--- config.mk ---
export PLATFORM = sky130hd
export DESIGN_NAME = mat_operand_loader
export DESIGN_NICKNAME = d
export VERILOG_FILES = /design/src/rtl/mat_operand_loader.sv
export SDC_FILE = /design/constraint.sdc
export NUM_CORES = 1
export LEC_CHECK = 0
export CORE_ASPECT_RATIO = 2
export CORE_MARGIN = 5
export CORE_UTILIZATION = 46
export CTS_CLUSTER_DIAMETER = 150
export DETAILED_ROUTE_END_ITERATION = 6
export PLACE_DENSITY = 0.77
export SLEW_MARGIN = 15
export SYNTH_ARGS = -nofsm -noshare
export SYNTH_HDL_FRONTEND = slang
export SYNTH_SLANG_ARGS = --single-unit
--- constraint.sdc ---
create_clock -name clk -period 3 [get_ports clk]
set_input_delay 0.6 -clock clk [delete_from_list [all_inputs] [get_ports clk]]
set_output_delay 0.6 -clock clk [all_outputs]
set_load 0.02 [all_outputs]
--- src/rtl/mat_operand_loader.sv ---
// mat_operand_loader: collects a 24-element frame (4x4 matrix A, then 4x2
// matrix B) from a valid/ready element stream. It then presents both matrices
// in flat form to the downstream multiplier until that stage consumes them.
// Optional build macro: MAT_LOAD_LAST_CHECK_EN enables in_last framing checks
// and the sticky err flag. Without it, in_last is ignored and err stays 0.
module mat_operand_loader #(
    parameter int DW = 4
) (
    input  logic            clk,
    input  logic            rst_n,
    input  logic            flush,
    input  logic            in_valid,
    output logic            in_ready,
    input  logic [DW-1:0]   in_data,
    input  logic            in_last,
    output logic [16*DW-1:0] a_flat,
    output logic [8*DW-1:0]  b_flat,
    output logic            out_valid,
    input  logic            out_ready,
    output logic            err
);

    localparam logic [1:0] IDLE = 2'd0;
    localparam logic [1:0] LOAD = 2'd1;
    localparam logic [1:0] FULL = 2'd2;

    localparam logic [4:0] LAST_IDX = 5'd23;

    logic [1:0]        state_q, state_d;
    logic [4:0]        idx_q, idx_d;
    logic [16*DW-1:0]  a_q, a_d;
    logic [8*DW-1:0]   b_q, b_d;
    logic              err_q, err_d;
    logic              accept;
    logic              mismatch;

    // Handshake outputs decode from state only, so in_valid/out_ready never reach them combinationally
    assign in_ready  = (state_q != FULL);
    assign out_valid = (state_q == FULL);
    assign accept    = in_valid && in_ready;

`ifdef MAT_LOAD_LAST_CHECK_EN
    // Framing error: in_last must be high exactly on the final slot
    assign mismatch = (idx_q == LAST_IDX) ? !in_last : in_last;
`else
    logic unused_in_last;
    assign unused_in_last = in_last;
    assign mismatch       = 1'b0;
`endif

    // Next-state, slot write and error computation
    always_comb begin
        state_d = state_q;
        idx_d   = idx_q;
        a_d     = a_q;
        b_d     = b_q;
        err_d   = err_q;
        if (flush) begin
            // Matrix contents are deliberately kept; only the frame position is discarded
            state_d = IDLE;
            idx_d   = 5'd0;
        end else begin
            case (state_q)
                IDLE, LOAD: begin
                    if (accept) begin
                        if (mismatch) begin
                            err_d   = 1'b1;
                            state_d = IDLE;
                            idx_d   = 5'd0;
                        end else begin
                            if (idx_q[4]) begin
                                b_d[DW*int'(idx_q[2:0]) +: DW] = in_data;
                            end else begin
                                a_d[DW*int'(idx_q[3:0]) +: DW] = in_data;
                            end
                            if (idx_q == LAST_IDX) begin
                                state_d = FULL;
                                idx_d   = 5'd0;
                            end else begin
                                state_d = LOAD;
                                idx_d   = idx_q + 5'd1;
                            end
                        end
                    end
                end
                FULL: begin
                    if (out_ready) begin
                        state_d = IDLE;
                    end
                end
                default: begin
                    state_d = IDLE;
                    idx_d   = 5'd0;
                end
            endcase
        end
    end

    // State, index, matrix storage and sticky error registers
    always_ff @(posedge clk or negedge rst_n) begin
        if (!rst_n) begin
            state_q <= IDLE;
            idx_q   <= 5'd0;
            a_q     <= '0;
            b_q     <= '0;
            err_q   <= 1'b0;
        end else begin
            state_q <= state_d;
            idx_q   <= idx_d;
            a_q     <= a_d;
            b_q     <= b_d;
            err_q   <= err_d;
        end
    end

    assign a_flat = a_q;
    assign b_flat = b_q;
    assign err    = err_q;

endmodule

* After elaboration in Yosys (flattened, before gate mapping)
Cells that the tools add are included.
Cells by class: $add $sub $neg 3, bitwise gates (word level) 2, shift operators 4, mux-type cells 11, multipliers 0, order comparisons 0, reduce and logical (&&, ||, !) cells 7, div/mod/pow operators 0, equal/unequal tests 7
Operators by type and width (number):
- $bwmux 64 | 1
- $shift 4x33->64 const A | 1
- $shiftx 4x33->64 | 1
- $neg 5->33 | 1
- $neg 6->33 | 1
- $shift 4x33->32 const A | 1
- $shiftx 4x33->32 | 1
- $bwmux 32 | 1
- $mux 5 | 3
- $pmux 5 s2 | 1
- $mux 2 | 4
- $reduce_and 4->1 | 2
- $add 5x1->5 const B | 1
- $eq 5x5->1 const B | 1
- $ne 2x2->1 const B | 2
- $pmux 2 s2 | 1
- $reduce_and 2->1 | 2
- $ne 3x2->1 const B | 1
- $ne 3x3->1 const B | 1
- $eq 2x1->1 const B | 1
- $eq 2x2->1 const B | 1
- $logic_not 2->1 | 1
- $not 1->1 | 2
- $reduce_or 2->1 | 1
- $logic_and 1x1->1 | 1
Word-level totals: register bits after elaboration 103, RAM bits 0, bits of input ports 10, latch bits 0, output and inout bits 99, memories 0, ROM bits 0, word-level logic and storage cells 38

* Depth between registers and ports, before layout
depth in word-level cells 5, mapped depth 9, mapped depth without buffers 6

* Worst setup path before layout
Ideal clock, no wire load.
kind reg2reg, from reg idx_q[0], to reg a_q[48] (netlist: a_flat[48]), library setup time 0.125 ns, required time 2.875 ns, data arrival time 2.841 ns, slack 0.034 ns, stages on the path, launching flop included 9, buffers on the path 2, period minus slack after synthesis 2.966 ns, cells stage by stage dfrtp_1 clkbuf_1 inv_1 ha_1 ha_1 clkbuf_1 or4b_1 a2111oi_4 mux2_2
Between the ends: cells in the longest elaborated chain, start to end 3, elaborated cells between the ends (all ways) 4, those cells by class 1 x add/sub; 2 x shift; 1 x mux
Ends and longest elaborated chain:
- from (decl) | RTL line 30 | logic [4:0] idx_q, idx_d;
- from (signal assigned) | RTL line 109 | idx_q <= idx_d;
- $neg 6->33 (*) | RTL line 74 | a_d[DW*int'(idx_q[3:0]) +: DW] = in_data;
- $shiftx 4x33->64 or $shift 4x33->64 (tied branches) | RTL line 74
- $bwmux 64 (*) | RTL line 74
- to (signal assigned) | RTL line 104 | a_q <= '0;
- to (signal assigned) | RTL line 110 | a_q <= a_d;
- to (decl) | RTL line 31 | logic [16*DW-1:0] a_q, a_d;
Every way passes the cells marked *; elsewhere a longest branch is shown, timed or not. A chain may end at the register's enable or synchronous reset.

* Worst setup path after layout
from reg idx_q[2], to reg a_q[18] (netlist: a_flat[18])
Same word-level chain as after synthesis.

==> results.md <==
* Biggest area consumer among synthesized cells: dfrtp_1
* Number of max-capacitance violations reported at 0
* Wire length of the first global-routing pass at 18870 µm
* Actual slew at the worst max-slew pin at 0.6931 ns
* Core area at 0.01054 mm²
* Diode count at 0
* Overall via count from detail_route at 3289
* Setup violators final at 0
* Synth Flop Type: dfrtp_1
* Via count of the first global-routing pass at 3566
* Number of buffers between clock root and the deepest sink at 2
* CP Class: reg2reg
* Max-slew headroom at the worst pin at 0.5316
* Post-route clock skew at 0.005935 ns
* Start point of the critical path: idx_q[2]$_DFFE_PN0P_
* Arrival time of the worst setup path at 2.82 ns
* Initial antenna violation count at 0
* Library cells used by synthesis at 46
* Placer's final routability congestion estimate at 0.8011
* Highest cell delay on the worst timing path at 0.57 ns
* Critical register-to-register path startpoint: idx_q[2]$_DFFE_PN0P_
* Summed negative setup slack over all endpoints at 0 ns
* Synth Area per Inst at 13.78 µm²
* Hold bufs inserted after CTS at 0
* Area enclosed by the die boundary at 0.01303 mm²
* Post-layout nets at 491
* Most frequent cell after synthesis: dfrtp_1
* Crit path required time at 3.22 ns
* Post-detailed-placement half-perimeter wirelength at 8949 µm
* Post-Place Cells at 600
* Post-CTS resize count at 0
* Slew Limit Fails at 0
* FFs w/ async S/R, synth at 1.000
* Post-synthesis instance total at 358
* Total of flip-flops plus latches after synthesis at 103
* Initial cell density of the core at 0.4680
* I/O Pins at 109
* CTS buffer count at 9
* Final cell count without fillers at 616
* VDD IR-drop max at 306.1 µV
* Tightest Hold Check Type: in2async
* Die height at 156.5 µm
* Largest fanout on the critical path at 12
* Fraction of final layout cells sized beyond drive strength 1 at 0.2547
* Number of nets with antenna violations after detailed routing at 0
* DRC violations left at 0
* Maximum operating frequency at 384.6 MHz
* Standby leakage power at 2.996 nW
* Pin count of the biggest net entering global routing at 55
* Clock transition at the registers of the reported paths at 0.07 ns
* Total power divided by cell area at 460.8 mW/mm²
* Detailed Route Iter0 Violations at 101
* Post-layout min period at 2.600 ns
* Clk sink count at 103
* Post-synthesis net count at 375
* Worst-Skew Late Latency at 0.34 ns
* Leading post-synthesis cells by cell area: dfrtp_1, mux2_2, mux2_4
* CTS H-tree depth at 3
* Cell row count at 53
* Commonest cells post-synth: dfrtp_1, mux2_2, mux2_1
* Final worst path period share at 0.8668
* Setup Buffers After CTS at 0
* Result of the run: completed
* Overflow after GRT at 0
* CTS tree: built
* Part of the Yosys area used for sequential elements at 0.5223
* Number of warnings printed during yosys synthesis at 0
* Post-detailed-route wirelength per cell at 18.71 µm
* Crit. End Element: flip-flop
* Slowest cell on the critical path: dfrtp_1
* Number of vias per cell after detailed routing at 5.339
* Share of Yosys cell area claimed by the top area cell type at 0.5223
* Startpoint type of the worst setup path: flip-flop
* Count of TritonRoute iterations in the first routing pass at 4
* Cell at the root of the clock tree: clkbuf_16
* Post-placement cell area at 0.006198 mm²
* Area overhead of the layout relative to synthesis at 31.34%
* Total global-route track usage at 0.1831
* Aggregate routed wire length at 11520 µm
* Die width at 83.24 µm
* Ordered list of cells on the worst path: inv_1 > ha_1 > or4b_1 > a2111o_1 > mux2_1
* Number of flops mapped to enable cells by yosys at 0
* Port Buffer Count at 106
* Final hold vios at 0
* Combined area of all synthesized cells at 0.004935 mm²
* Total non-filler cell area in the finished layout at 0.006481 mm²
* Setup repair after global routing missed its margin: no
## cell type report
cell class	count	area (µm²)
Inverter	12	45.04
Fill cell	811	4063
Tap cell	137	171.4
Multi-Input combinational cell	219	2161
Clock buffer	9	225.2
Clock inverter	7	57.56
Timing Repair Buffer	129	1244
Sequential cell	103	2577
## power by group
group          total [W]  switching, W  internal [W]  leakage [nW]
sequential       0.00146     0.0000268       0.00143          1.39
clock            0.00109      0.000522      0.000573         0.140
combinational   0.000434      0.000259      0.000174          1.46
## worst max-delay path: cells and delay by family (launching register included)
family / cells / cell delay [ns]
flip-flops: 1 / 0.57
AND/OR/NAND/NOR: 1 / 0.53
AO/OA/AOI/OAI: 1 / 0.52
adder cells (fa/ha/maj): 1 / 0.36
multiplexers: 1 / 0.35
buffers and inverters: 1 / 0.15
## registers in the layout, indices dropped and copies added, names as in the netlist
name and count:
a_flat 64, idx_q 5, state_q 2, b_flat 32
## cells in the final DEF, fill, tap and decap left out, drive strengths merged, types with 2 or more instances in the layout
cell type	instances
a2111o	2
a2111oi	3
a22o	2
and2	4
and3	4
and4b	2
buf	24
clkbuf	9
clkdlybuf4s50	105
clkinv	5
dfrtp	103
ha	7
inv	14
mux2	92
mux2i	6
nand2	14
nand2b	8
nor2	13
nor3	13
nor3b	5
nor4	10
nor4b	3
nor4bb	5
o21ai	3
or4	8
or4b	2
## worst paths after layout
| kind | end | slack [ns] | cells after the start |
|---|---|---|---|
| max | a_flat[18]$_DFFE_PN0P_ | 0.40 | 5 |
| min in group clk | a_flat[0]$_DFFE_PN0P_ | 0.49 | 1 |
| max in group asynchronous | a_flat[47]$_DFFE_PN0P_ | 1.97 | 2 |
| min reg2reg | a_flat[0]$_DFFE_PN0P_ | 0.49 | 1 |
| max reg2reg | a_flat[18]$_DFFE_PN0P_ | 0.40 | 5 |
| min | b_flat[0]$_DFFE_PN0P_ | 0.29 | 1 |
## metrics by stage
| step | total power [W] | hold WS [ns] | setup WS [ns] | utilization |
|---|---|---|---|---|
| final | 0.002987 | 0.2851 | 0.3997 | 0.6147 |
| after global routing | 0.003103 | 0.3454 | 0.2911 | 0.6147 |
| after CTS | 0.003018 | 0.3041 | 0.4012 | 0.6147 |
| after detailed placement | 0.001922 | 0.4737 | 0.1580 | 0.5879 |
| after global placement | 0.001908 | 0.4704 | 0.1792 | 0.5879 |
| after floorplan | 0.001717 | 0.3044 | 0.03445 | - |
## logic make-up (layout without fill, tap and decap cells)
kind of cell,count (synthesis),in the layout,share of synthesized area
flops,103,103,0.5223
mux,98,98,0.2404
simple gates,98,98,0.1476
buf+inv,36,157,0.04082
compound gates,15,15,0.03043
fa+ha+maj,7,7,0.01775
other cells,1,1,0.0007599
## layer usage
| layer | vias to the layer above | wire, µm | GRT usage |
|---|---|---|---|
| met5 | - | 0 | 0 |
| li1 | 1521 | - | - |
| met1 | 1676 | 4184 | 0.1954 |
| met3 | 15 | 393 | 0.02898 |
| met2 | 77 | 6677 | 0.3538 |
| met4 | 0 | 267 | 0.07327 |
Power figures use the tool's default switching activity.
